--- config.mk ---
export PLATFORM = sky130hd
export DESIGN_NAME = pipeline_hazard_ctrl
export DESIGN_NICKNAME = d
export VERILOG_FILES = /design/src/rtl/pipeline_hazard_ctrl.sv
export SDC_FILE = /design/constraint.sdc
export NUM_CORES = 1
export LEC_CHECK = 0
export BUFFER_PORTS_ARGS = -buffer_cell sky130_fd_sc_hd__buf_2
export CORE_ASPECT_RATIO = 1.2
export CORE_MARGIN = 2
export CORE_UTILIZATION = 55
export DETAILED_ROUTE_END_ITERATION = 6
export GPL_TIMING_DRIVEN = 1
export PLACE_DENSITY = 0.84
export SYNTH_ARGS = -nofsm -noshare
export SYNTH_HDL_FRONTEND = slang
export SYNTH_SLANG_ARGS = --single-unit
--- constraint.sdc ---
create_clock -name clk -period 6 [get_ports clk]
set_input_delay 0.3 -clock clk [delete_from_list [all_inputs] [get_ports clk]]
set_output_delay 0.3 -clock clk [all_outputs]
set_load 0.02 [all_outputs]
--- src/rtl/pipeline_hazard_ctrl.sv ---
// pipeline_hazard_ctrl
// Sequences the IF/ID and ID/EX pipeline registers of the 5-stage core.
// Every cycle it decides whether the PC and IF/ID advance, hold or flush,
// and whether ID/EX loads, holds or takes a bubble. It also turns a stuck
// instruction fetch into a sticky fault and counts stall cycles.
//
// Ports
//   clk, reset        clock (rising edge), synchronous active-high reset
//   id_rs1/id_rs2     source registers of the ID instruction
//   id_uses_rs1/rs2   ID instruction actually reads rs1 / rs2
//   ex_mem_read       EX instruction is a load
//   ex_rd             EX destination register
//   branch_taken      EX resolved a taken branch/jump this cycle
//   ex_busy           multi-cycle EX unit not finished
//   imem_ready        instruction memory data valid this cycle
//   pc_write, if_id_write, if_id_flush, id_ex_write, id_ex_bubble
//                     pipeline register controls (combinational)
//   fault             fetch timeout, sticky until reset
//   state             RUN=0, FLUSH=1, WAIT_IMEM=2, FAULT=3
//   stall_cycles      saturating count of cycles with pc_write=0
//
// state     | meaning
// ----------+-----------------------------------------------------------
// RUN       | normal issue; resolves branch > busy > load-use > fetch
// FLUSH     | extra bubble cycles after a taken branch
// WAIT_IMEM | fetch outstanding; timer counts not-ready cycles
// FAULT     | fetch timed out; pipeline frozen until reset

module pipeline_hazard_ctrl #(
   parameter int FLUSH_CYCLES = 1,
   parameter int IMEM_TIMEOUT = 15,
   parameter int CNT_W        = 16
) (
   input  logic             clk,
   input  logic             reset,
   input  logic [4:0]       id_rs1,
   input  logic [4:0]       id_rs2,
   input  logic             id_uses_rs1,
   input  logic             id_uses_rs2,
   input  logic             ex_mem_read,
   input  logic [4:0]       ex_rd,
   input  logic             branch_taken,
   input  logic             ex_busy,
   input  logic             imem_ready,
   output logic             pc_write,
   output logic             if_id_write,
   output logic             if_id_flush,
   output logic             id_ex_write,
   output logic             id_ex_bubble,
   output logic             fault,
   output logic [1:0]       state,
   output logic [CNT_W-1:0] stall_cycles
);

   localparam int FC_W = $clog2(FLUSH_CYCLES + 1);
   localparam int TM_W = $clog2(IMEM_TIMEOUT + 1);
   localparam logic [FC_W-1:0]  FLUSH_LOAD = FC_W'(FLUSH_CYCLES - 1);
   localparam logic [TM_W-1:0]  TM_LIMIT   = TM_W'(IMEM_TIMEOUT);
   localparam logic [CNT_W-1:0] CNT_MAX    = {CNT_W{1'b1}};

   typedef enum logic [1:0] {
      ST_RUN       = 2'd0,
      ST_FLUSH     = 2'd1,
      ST_WAIT_IMEM = 2'd2,
      ST_FAULT     = 2'd3
   } state_t;

   typedef enum logic [1:0] {
      ACT_ADVANCE,
      ACT_FLUSH,
      ACT_HOLD,
      ACT_STALL
   } act_t;

   state_t           state_q, state_d;
   logic [FC_W-1:0]  flush_cnt_q, flush_cnt_d;
   logic [TM_W-1:0]  fetch_tmr_q, fetch_tmr_d;
   logic [CNT_W-1:0] stall_q;
   act_t             act;
   logic             load_use;

   assign load_use = ex_mem_read && (ex_rd != 5'd0) &&
                     ((id_uses_rs1 && (id_rs1 == ex_rd)) ||
                      (id_uses_rs2 && (id_rs2 == ex_rd)));

   always_comb begin
      act         = ACT_HOLD;
      state_d     = state_q;
      flush_cnt_d = flush_cnt_q;
      fetch_tmr_d = fetch_tmr_q;
      case (state_q)
         ST_RUN, ST_WAIT_IMEM: begin
            if (branch_taken) begin
               // Any fetch in flight is dropped along with the wrong path.
               act         = ACT_FLUSH;
               fetch_tmr_d = '0;
               if (FLUSH_CYCLES > 1) begin
                  state_d     = ST_FLUSH;
                  flush_cnt_d = FLUSH_LOAD;
               end else begin
                  state_d = ST_RUN;
               end
            end else if (ex_busy) begin
               act = ACT_HOLD;
            end else if (load_use) begin
               act = ACT_STALL;
            end else if (!imem_ready) begin
               act = ACT_STALL;
               // Timer holds the number of not-ready cycles seen so far,
               // including the RUN cycle that first saw the miss.
               if (state_q == ST_RUN) begin
                  fetch_tmr_d = TM_W'(1);
                  state_d     = (IMEM_TIMEOUT == 1) ? ST_FAULT : ST_WAIT_IMEM;
               end else begin
                  fetch_tmr_d = fetch_tmr_q + TM_W'(1);
                  if ((fetch_tmr_q + TM_W'(1)) == TM_LIMIT) begin
                     state_d = ST_FAULT;
                  end
               end
            end else begin
               act         = ACT_ADVANCE;
               state_d     = ST_RUN;
               fetch_tmr_d = '0;
            end
         end
         ST_FLUSH: begin
            act         = ACT_FLUSH;
            flush_cnt_d = flush_cnt_q - FC_W'(1);
            if (flush_cnt_q == FC_W'(1)) begin
               state_d = ST_RUN;
            end
         end
         default: begin
            act = ACT_HOLD;
         end
      endcase
   end

   always_comb begin
      pc_write     = 1'b0;
      if_id_write  = 1'b0;
      if_id_flush  = 1'b0;
      id_ex_write  = 1'b0;
      id_ex_bubble = 1'b0;
      if (reset) begin
         // Fill the pipe with NOPs while reset is held.
         if_id_flush  = 1'b1;
         id_ex_bubble = 1'b1;
      end else begin
         case (act)
            ACT_ADVANCE: begin
               pc_write    = 1'b1;
               if_id_write = 1'b1;
               id_ex_write = 1'b1;
            end
            ACT_FLUSH: begin
               pc_write     = 1'b1;
               if_id_write  = 1'b1;
               if_id_flush  = 1'b1;
               id_ex_write  = 1'b1;
               id_ex_bubble = 1'b1;
            end
            ACT_STALL: begin
               id_ex_write  = 1'b1;
               id_ex_bubble = 1'b1;
            end
            default: begin
            end
         endcase
      end
   end

   assign fault        = (state_q == ST_FAULT) && !reset;
   assign state        = state_q;
   assign stall_cycles = stall_q;

   always_ff @(posedge clk) begin
      if (reset) begin
         state_q     <= ST_RUN;
         flush_cnt_q <= '0;
         fetch_tmr_q <= '0;
         stall_q     <= '0;
      end else begin
         state_q     <= state_d;
         flush_cnt_q <= flush_cnt_d;
         fetch_tmr_q <= fetch_tmr_d;
         if (!pc_write && (state_q != ST_FAULT) && (stall_q != CNT_MAX)) begin
            stall_q <= stall_q + CNT_W'(1);
         end
      end
   end

endmodule

==> metrics.txt, run 1 <==
Final Hold Slack around 0.38 ns; Pins Over Slew Limit 0; unrepaired setup endpoints after global routing no; CTS tree built; number of hold-repair buffers added at the cts stage 0; classification of the worst setup path input port to primary output; min-delay worst type input port to flop; # rows 21; fraction of layout cells with a size suffix above 1 0.374; drt wl/cell 13.3 um; CP arrival 2.24 ns; clock sinks 23; Syn Nets approximately 210; vias in the first global route 1,419; core box area between 2000 and 3000 sq um; ANT cells 0; RD Place Congestion 0.768; crit-path max FO 27; Post-synth EDFFs 0; Synth Area per Inst 8.58 sq um; setup_tns 0 ns; final-stage net count 257; Cells on Worst Hold Path 4; Resized cells post-CTS 0; Top FF cell, synth dfxtp_1; maximum VDD drop 107 uV; area added between synthesis and finish 14.0%; ranking of synthesized cells by area dfxtp_1 29%, xnor2_1 7.1%, nand2_1 4.7%; Least-Margin Pin Slew 0.813 ns; Placed Instances 260; largest net degree at the start of global routing 31; Synthesis Warnings 0; synthesized cell area between 1500 and 2000 sq um; Port Buffers 46; #FFs+latches synth 23; worst rel slew slack 0.452; global-route usage over all layers 0.215; clk slew on worst S/H paths 0.12 ns; Fin. Hold Viols 0; Worst Reg-to-Reg Cells 5; dpl hpwl between 2000 and 3000 um; WL final 3500 um; top-area cell type share of the netlist area 0.287; Final Skew 0.00513 ns; post-route ant nets 0; status complete, no violations; DR pass1 iterations 4; Fill cells about 250; Root Buffer clkbuf_4; sequential-to-total area share from yosys stat 0.287; Die X 53.3 um; final non-filler cell total 264; first-pass GRT wire length about 5700 um; Critical Path RT between 5 and 6 ns; Starting Density 0.576; biggest area consumer among synthesized cells dfxtp_1; Setup crit end kind primary output; Lkg Pwr about 0.72 nW; CTS buffer count 3; Ports 47; max frequency between 300 and 400 MHz; startpoint types input port; Die H 63.2 um; Starting DRT DRC Count 30; CTS Buffer Depth 2; maxcap violations 0; mean number of vias per cell 5.80; crit path time final between 2 and 3 ns; gr ovfl total 0; total number of vias 1,532; DRC Markers 0; Synth cell types 54; H-tree Lvls 1; initial antenna violation count 0; number of setup buffers added after CTS 0; Synth async-reset ratio 0; period utilization 0.424; Die Area 3370 sq um; Final setup viols 0; Mapped Cells 187; Clock Latency Late Sink ~0.3 ns; Power Dens Cells 152 nW/um^2
registers in the layout, indices dropped and copies added, names as in the netlist:
register and flops:
fetch_tmr_q 4, flush_cnt_q 1, stall_cycles 16, state 2
logic make-up after synthesis:
| group | after synthesis | share of synthesized area |
|---|---|---|
| and+or+nand+nor | 84 | 0.285 |
| adders and majority gates | 3 | 0.0234 |
| xor gates and xnor gates | 13 | 0.0709 |
| muxes | 6 | 0.0405 |
| DFF | 23 | 0.287 |
| AOI/OAI and AO/OA | 42 | 0.223 |
| buffers and inverters | 16 | 0.0701 |
critical path: stages:
cell and delay [ns]:
buf_2 0.12, or4_1 0.54, o21ai_2 0.17, inv_2 0.07, a2111oi_4 0.28, buf_4 0.34, nor2_4 0.08, a21oi_2 0.16
buf_2 0.18
synth_stat cells (2+ instances only):
cell and instances:
a21oi_1 5, a21oi_2 6, buf_6 2, dfxtp_1 23, ha_1 3, inv_1 7, mux2_2 4, mux2i_1 2
nand2_1 20, nand3_1 8, nand4_1 6, nor2_1 16, nor2b_1 4, nor3_1 2, nor4_1 4, o211a_1 2
o211ai_1 2, o21ai_0 3, o21ai_2 6, o31ai_1 4, o41ai_1 2, or2_2 3, or3_2 5, or4_1 3
or4_2 4, xnor2_1 13
where the power goes:
part           total [mW]  leakage [nW]  internal (mW)  switching, mW
Clock              0.0701        0.0150         0.0259         0.0442
Sequential          0.158         0.186          0.155        0.00311
Combinational      0.0504         0.521         0.0207         0.0296
path summary, 6_finish.rpt:
path / to / from / slack [ns]
worst max register to register: stall_cycles[4]$_SDFFE_PP0P_ / stall_cycles[5]$_SDFFE_PP0P_ / 3.59
worst min register to register: stall_cycles[14]$_SDFFE_PP0P_ / stall_cycles[14]$_SDFFE_PP0P_ / 0.49
worst min-delay path: fetch_tmr_q[1]$_SDFFE_PP0P_ / branch_taken / 0.38
worst max-delay path: pc_write / ex_rd[1] / 3.46
cells in the final DEF, fill, tap and decap left out, types with 2 or more instances in the layout:
cell type	instances
buf_2	46
dfxtp_1	23
nand2_1	20
nor2_1	16
xnor2_1	13
nand3_1	8
inv_1	7
o21ai_2	6
nand4_1	6
a21oi_2	6
or3_2	5
a21oi_1	5
or4_2	4
nor2b_1	4
nor4_1	4
mux2_2	4
o31ai_1	4
or4_1	3
o21ai_0	3
or2_2	3
ha_1	3
clkbuf_4	3
nor3_1	2
o211ai_1	2
o41ai_1	2
mux2i_1	2
o211a_1	2
per-layer routing:
metal | track usage | vias to the layer above | share of wire
li1 | - | 770 | -
met1 | 0.272 | 710 | 0.44
met2 | 0.364 | 48 | 0.47
met3 | 0.0284 | 4 | 0.072
met4 | 0.0737 | 0 | 0.010
met5 | 0 | - | 0
through the flow:
stage | power, mW | util | area, sq um | setup WS [ns]
floorplan | 0.197 | - | 1610 | 3.35
global route | 0.292 | 0.657 | 1830 | 3.33
detailed placement | 0.212 | 0.647 | 1800 | 3.45
CTS | 0.282 | 0.657 | 1830 | 3.45
global placement | 0.211 | 0.647 | 1800 | 3.50
finish | 0.278 | 0.657 | 1830 | 3.46
final cells by class:
cell class / instances / area [sq um] / share of cell area
Clock buffer: 4 / 26.3 / 0.0144
Inverter: 8 / 30.0 / 0.0164
Multi-Input combinational cell: 148 / 1030 / 0.564
Tap cell: 34 / 42.5 / 0.0233
Sequential cell: 23 / 460 / 0.252
Timing Repair Buffer: 47 / 238 / 0.130
(Power assumes the default switching activity.)
==> run 2, diff against run 1 <==
Settings changed: ABC_AREA set to 1, CORE_UTILIZATION 55 to 47, PLACE_DENSITY 0.84 to 0.76.
Clock period 6 ns to 2.2 ns, I/O delays scaled along.
==> run 2 against run 1 <==
  * Critical path depth is 1 higher
  * Hold slack got worse by 0.19 ns
  * Largest cell class unchanged
  * Sequential cell count did not move
  * Global-route usage down 1.9 points
  * Final cell count is 28% higher
  * Area after synthesis up 1.9%
  * Count of clock-buffer cells in the layout is 1 lower
  * Combinational power increased to 3.3 times the previous value
  * Via count up 13%
  * Non-clock buffer count up 1
  * Wire length is 3.1% higher
  * Register-to-register slack worse by 3.2 ns
==> metrics.txt, run 2 <==
status complete, no violations; final worst slack 0.366 ns (-3.09 ns); Port Buffers 46 (unchanged); Fin. Hold Viols 0 (unchanged); clock sinks 23 (unchanged); global-route usage over all layers 0.196 (-0.0192); H-tree Lvls 1 (unchanged); min-delay worst type input port to flop; Synth async-reset ratio 0 (unchanged); worst rel slew slack 0.715 (+0.263); Switching Fraction 0.293 (+0.0163); Synth Area per Inst 6.39 sq um (-26%); Pint 0.613 mW (+200%); final-stage net count 328 (+28%); worst-path cell chain ha_1 -> nand3_1 -> nor2_2 -> nand2_2 -> nor2_2 -> nand2_2 -> nand3_4 -> nand2_1 -> nand2_1 -> nor2_1; Starting DRT DRC Count 85 (+180%); mean number of vias per cell 5.13 (-12%); Final setup viols 0 (unchanged); commonest non-fill, non-tap cells in the layout 73 x nand2_1, 46 x buf_2, 28 x inv_1, 27 x nor2_1, 23 x dfxtp_1; Die H 68.6 um (+8.6%); switching power 0.254 mW (+230%); Resized cells post-CTS 0 (unchanged); first-pass GRT wire length 6220 um (+9.1%); Synth cell types 27 (-50%); Layout Cell Area excl Fill 1930 sq um (+5.5%); Final Skew 0.00620 ns (+0.00107 ns); maximum VDD drop 364 uV (+240%); total number of vias 1,734 (+13%); register area 460 sq um (unchanged); sequential-to-total area share from yosys stat 0.281 (-0.00548); post-route ant nets 0 (unchanged); Fill cells 341 (+35%); DR pass1 iterations 4 (unchanged); biggest area consumer among synthesized cells dfxtp_1; gr ovfl total 0 (unchanged); classification of the worst setup path flop to flop; #FFs+latches synth 23 (unchanged); dpl hpwl 2740 um (+2.3%); period utilization 0.834; CP max stage delay 0.37 ns (-0.17 ns); Ports 47 (unchanged); WL final 3610 um (+3.1%); Clock power frac 0.307 (+0.055); combinational power share 0.190 (+0.009); final non-filler cell total 338 (+28%); Setup crit end kind flop; Starting Density 0.490 (-0.0861); setup_tns 0 ns (unchanged); startpoint types flop; Seq pwr share 0.503 (-0.064); area of the multi-input gates 1010 sq um (-2.1%); Die X 57.9 um (+8.5%); most instantiated cells after synthesis 73 x nand2_1, 28 x inv_1, 27 x nor2_1; Synthesis Warnings 0 (unchanged); core box area 3340 sq um (+20%); dpl cell area 1880 sq um (+4.4%); Final Hold Slack 0.184 ns (-0.193 ns); Clock Latency Late Sink 0.27 ns (-0.03 ns); crit-path max FO 17 (-37%); ranking of synthesized cells by area dfxtp_1 28%, nand2_1 17%, inv_1 6.4%; Die Area 3970 sq um (+18%); crit path time final ~1.8 ns; synthesized cell area 1640 sq um (+1.9%); vias in the first global route 1,594 (+12%); initial antenna violation count 0 (unchanged); leading cell type by number of instances after synthesis nand2_1; ANT cells 0 (unchanged); Mapped Cells 256 (+37%); CTS buffer count 3 (unchanged); DRC Markers 0 (unchanged); unrepaired setup endpoints after global routing no; Post-synth EDFFs 0 (unchanged); drt wl/cell 10.7 um (-19%); clk slew on worst S/H paths 0.09 ns (-0.03 ns); Placed Instances 334 (+28%); RD Place Congestion 0.834 (+8.5%); Least-Margin Pin Slew 0.426 ns (-0.387 ns); Top FF cell, synth dfxtp_1; Power Dens Cells 449 nW/um^2 (+200%); maxcap violations 0 (unchanged); CP arrival 2.00 ns (-0.24 ns); Largest register FFs 16 (unchanged); final core utilization 0.578 (-0.0788); commonest non-fill, non-tap cell in the layout nand2_1; Setup Slack @ Placement 0.404 ns (-3.04 ns); number of hold-repair buffers added at the cts stage 0 (unchanged); Lkg Pwr 0.953 nW (+32%); CTS Buffer Depth 2 (unchanged); # rows 23 (+9.5%); Root Buffer clkbuf_8; fraction of layout cells with a size suffix above 1 0.233 (-0.141); CTS tree built; Critical Path RT 2.37 ns (-3.33 ns); number of setup buffers added after CTS 0 (unchanged); Total Power 0.866 mW (+210%); top-area cell type share of the netlist area 0.281 (-0.00548); largest net degree at the start of global routing 20 (-35%); Syn Nets 282 (+32%); Pins Over Slew Limit 0 (unchanged); area added between synthesis and finish 17.9%; max frequency 545 MHz; Crit-path slowest cell dfxtp_1
-- run 2: cell count changes after synthesis, sizes merged, moves of 5 or more --
cell,delta
nand4,+10
or4,-7
nor2,+16
or3,-6
xnor2,-9
o21ai,-5
inv,+23
nand3,+10
a21oi,+7
xor2,+11
nand2,+57
-- run 2: worst max-delay path, delay by kind of cell, from the launching register on --
family                   cells  cell delay [ns]
AND/OR/NAND/NOR              9             1.14
flip-flops                   1             0.37
adder cells (fa/ha/maj)      1             0.19
-- run 2: power by group through the flow --
stage	combinational [mW]	clock, mW	sequential (mW)
after floorplan	0.109	0	0.453
after global placement	0.163	0	0.445
after detailed placement	0.165	0	0.446
after CTS	0.166	0.274	0.436
after global routing	0.188	0.284	0.438
final	0.164	0.266	0.436
-- run 2: cell families (layout without fill, tap and decap cells) --
kind of cell	after synthesis	after routing	synth area share
simple gates	152	152	0.440
buf+inv	39	84	0.101
compound gates	24	24	0.0749
flops	23	23	0.281
xor+xnor	15	15	0.0803
fa+ha+maj	3	3	0.0229
-- run 2: layout make-up --
| cell class | count | share of cell area |
|---|---|---|
| Sequential cell | 23 | 0.239 |
| Multi-Input combinational cell | 194 | 0.524 |
| Clock buffer | 3 | 0.0214 |
| Clock inverter | 1 | 0.00259 |
| Inverter | 32 | 0.0623 |
| Timing Repair Buffer | 48 | 0.127 |
| Tap cell | 37 | 0.0240 |
-- run 2: routing by layer --
metal	vias to the layer above	track usage	share of wire
li1	915	-	-
met1	781	0.217	0.44
met2	32	0.381	0.51
met3	6	0.0243	0.031
met4	0	0.0727	0.016
met5	-	0	0
-- run 2: path summary, 6_finish.rpt --
check	slack, ns	start	endpoint	depth (start not counted)
max	0.37	stall_cycles[0]$_SDFFE_PP0P_	stall_cycles[1]$_SDFFE_PP0P_	10
min	0.18	imem_ready	fetch_tmr_q[0]$_SDFFE_PP0P_	4
max reg2reg	0.37	stall_cycles[0]$_SDFFE_PP0P_	stall_cycles[1]$_SDFFE_PP0P_	10
min reg2reg	0.48	stall_cycles[15]$_SDFFE_PP0P_	stall_cycles[15]$_SDFFE_PP0P_	2
==> run 3, diff against run 2 <==
Settings changed: ABC_AREA 1 to 0, CORE_UTILIZATION 47 to 51, PLACE_DENSITY 0.76 to 0.79.
Clock period 2.2 ns to 1.8 ns, I/O delays scaled along.
==> run 3 against run 2 <==
  * The run now ends with setup timing left
  * Die area down 9.0%
  * Via count up 13%
  * Worst setup slack worse by 0.60 ns
  * Largest cell class unchanged
  * First-iteration DRC count up 46%
  * Wire length up 75%
  * Combinational power up 77%
==> metrics.txt, run 3 (same netlist as run 1, synthesis figures left out) <==
dpl hpwl 3340 um (+22%); DRC Markers 0 (unchanged); CP max stage delay 0.54 ns (+0.17 ns); area added between synthesis and finish 58.5%; RR Startpoint stall_cycles[8]$_SDFFE_PP0P_; fraction of layout cells with a size suffix above 1 0.627 (+0.394); Fin. Hold Viols 0 (unchanged); Starting DRT DRC Count 124 (+46%); CP arrival 1.94 ns (-0.06 ns); Power Dens Cells 425 nW/um^2 (-5.3%); vias in the first global route 1,923 (+21%); Seq pwr share 0.480 (-0.023); max frequency around 490 MHz; Final setup viols 18 (+18); CP dominant cell by count buf_6; Least-Margin Pin Slew 0.432 ns (+0.00620 ns); Clock Latency Late Sink 0.34 ns (+0.07 ns); Switching Fraction 0.321 (+0.0283); worst r2r dst stall_cycles[11]$_SDFFE_PP0P_; Crit-path slowest cell or4_4; final worst slack -0.235 ns (-0.601 ns); CTS buffer count 3 (unchanged); Critical Path RT 1.71 ns (-0.66 ns); commonest non-fill, non-tap cells in the layout 48 x buf_4, 41 x buf_2, 18 x nand2_1, 14 x nor2_1, 13 x xnor2_1; ANT cells 0 (unchanged); setup_tns -1.20 ns (-1.20 ns); post-route ant nets 0 (unchanged); violated checks setup timing; H-tree Lvls 1 (unchanged); Final Skew 0.00412 ns (-0.00208 ns); Ports 47 (unchanged); FF-to-FF setup slack -0.08 ns (-0.45 ns); Final Hold Slack 0.146 ns (-0.0377 ns); RD Place Congestion 0.814 (-2.4%); number of hold-repair buffers added at the cts stage 0 (unchanged); Worst Path Buf+Inv 4 (+4); Placed Instances 301 (-9.9%); Total Power 1.08 mW (+25%); drt wl/cell 19.7 um (+84%); first-pass GRT wire length 8660 um (+39%); Fill cells 162 (-52%); final non-filler cell total 320 (-5.3%); CTS Buffer Depth 2 (unchanged); CTS tree built; hold endpoint state[0]$_SDFFE_PP0P_; classification of the worst setup path input port to primary output; DR pass1 iterations 4 (unchanged); min-delay worst type input port to flop; Root Buffer clkbuf_4; # rows 22 (-4.3%); gr ovfl total 0 (unchanged); Die X 55.2 um (-4.6%); maxcap violations 0 (unchanged); final-stage net count 311 (-5.2%); Worst Reg-to-Reg Cells 6 (-4); Clock power frac 0.250 (-0.057); Port Buffers 46 (unchanged); Pins Over Slew Limit 0 (unchanged); Starting Density 0.530 (+0.0399); Top Family by Delay on Critical Path compound AO/OA/AOI/OAI gates; startpoint types input port; mean number of vias per cell 6.10 (+19%); Largest register FFs 16 (unchanged); Die H 65.5 um (-4.6%); commonest non-fill, non-tap cell in the layout buf_4; core box area 3030 sq um (-9.3%); unrepaired setup endpoints after global routing yes; largest net degree at the start of global routing 30 (+50%); Setup crit end kind primary output; worst-path cell chain buf_6 -> or4_4 -> o21ai_4 -> inv_2 -> a2111oi_4 -> buf_12 -> nor2_4 -> a21oi_4 -> buf_6; period utilization 1.13; Lkg Pwr 1.10 nW (+16%); switching power 0.347 mW (+37%); hold path startpoint imem_ready; maximum VDD drop 515 uV (+42%); total number of vias 1,953 (+13%); crit path time final ~2.0 ns; WL final 6300 um (+75%); status finished, violations left; combinational power share 0.269 (+0.079); initial antenna violation count 0 (unchanged); Setup Slack @ Placement -0.247 ns (-0.651 ns); global-route usage over all layers 0.304 (+0.108); Pint 0.734 mW (+20%); clock sinks 23 (unchanged); clk slew on worst S/H paths 0.14 ns (+0.05 ns); Die Area 3610 sq um (-9.0%); crit-path max FO 3 (-14); Cells on Worst Hold Path 4 (unchanged); worst rel slew slack 0.712 (-0.00345)
[run 3: cell types whose count changed in the layout (fill, tap and decap cells not counted), sizes merged, moves of 5 or more]
cell,delta
buf,+52
or3,+6
or4,+7
nand2,-57
xor2,-11
nand3,-10
xnor2,+9
a21oi,-7
inv,-23
nand4,-10
o21ai,+5
nor2,-16
[run 3: timing repair]
item / CTS / global route
pin swaps: 12 / 17
gates cloned: 1 / 0
endpoints found under the setup margin: 14 / 22
resized for setup: 22 / 26
buffers inserted: 13 / 3
[run 3: worst max-delay path by stage]
stage / to / cells after the start / slack [ns] / from
global placement: stall_cycles[8]$_SDFFE_PP0P_ / 8 / -0.22 / ex_rd[1]
finish: if_id_write / 9 / -0.23 / ex_rd[1]
detailed placement: stall_cycles[3]$_SDFFE_PP0P_ / 8 / -0.25 / ex_rd[1]
global route: if_id_write / 9 / -0.27 / ex_rd[1]
floorplan: pc_write / 9 / -0.36 / ex_rd[1]
CTS: if_id_write / 9 / -0.07 / ex_rd[1]
[run 3: area by class of cell]
class	count	area [sq um]	share of cell area
multi-input cells	148	1220	0.482
repair buffers	101	731	0.287
flip-flops and latches	23	485	0.191
well taps	36	45.0	0.0177
inverters	8	30.0	0.0118
clock buffers	3	22.5	0.00885
clock inverters	1	5.00	0.00197
[run 3: power by group through the flow]
stage                     clock [mW]  combinational [mW]  sequential (mW)
after global placement             0               0.213            0.532
after global routing           0.292               0.306            0.521
after CTS                      0.262               0.257            0.519
final                          0.271               0.291            0.520
after floorplan                    0               0.121            0.541
after detailed placement           0               0.219            0.532
[run 3: per-stage QoR]
step	utilization	area [sq um]
finish	0.840	2540
global route	0.840	2540
CTS	0.802	2430
detailed placement	0.721	2180
global placement	0.721	2180
floorplan	-	1680
[run 3: layer usage]
metal	GRT usage	up-vias	share of wire
met1	0.320	932	0.37
met5	0	-	0
met3	0.0492	29	0.055
met4	0.180	0	0.054
met2	0.565	106	0.52
li1	-	886	-
[run 3: worst reg2reg max path: stages, from the launching register on]
cell	delay [ns]
dfxtp_2	0.35
and4_4	0.19
nand4_1	0.19
o41a_1	0.26
nand2_2	0.13
or4_2	0.58
a21oi_2	0.13
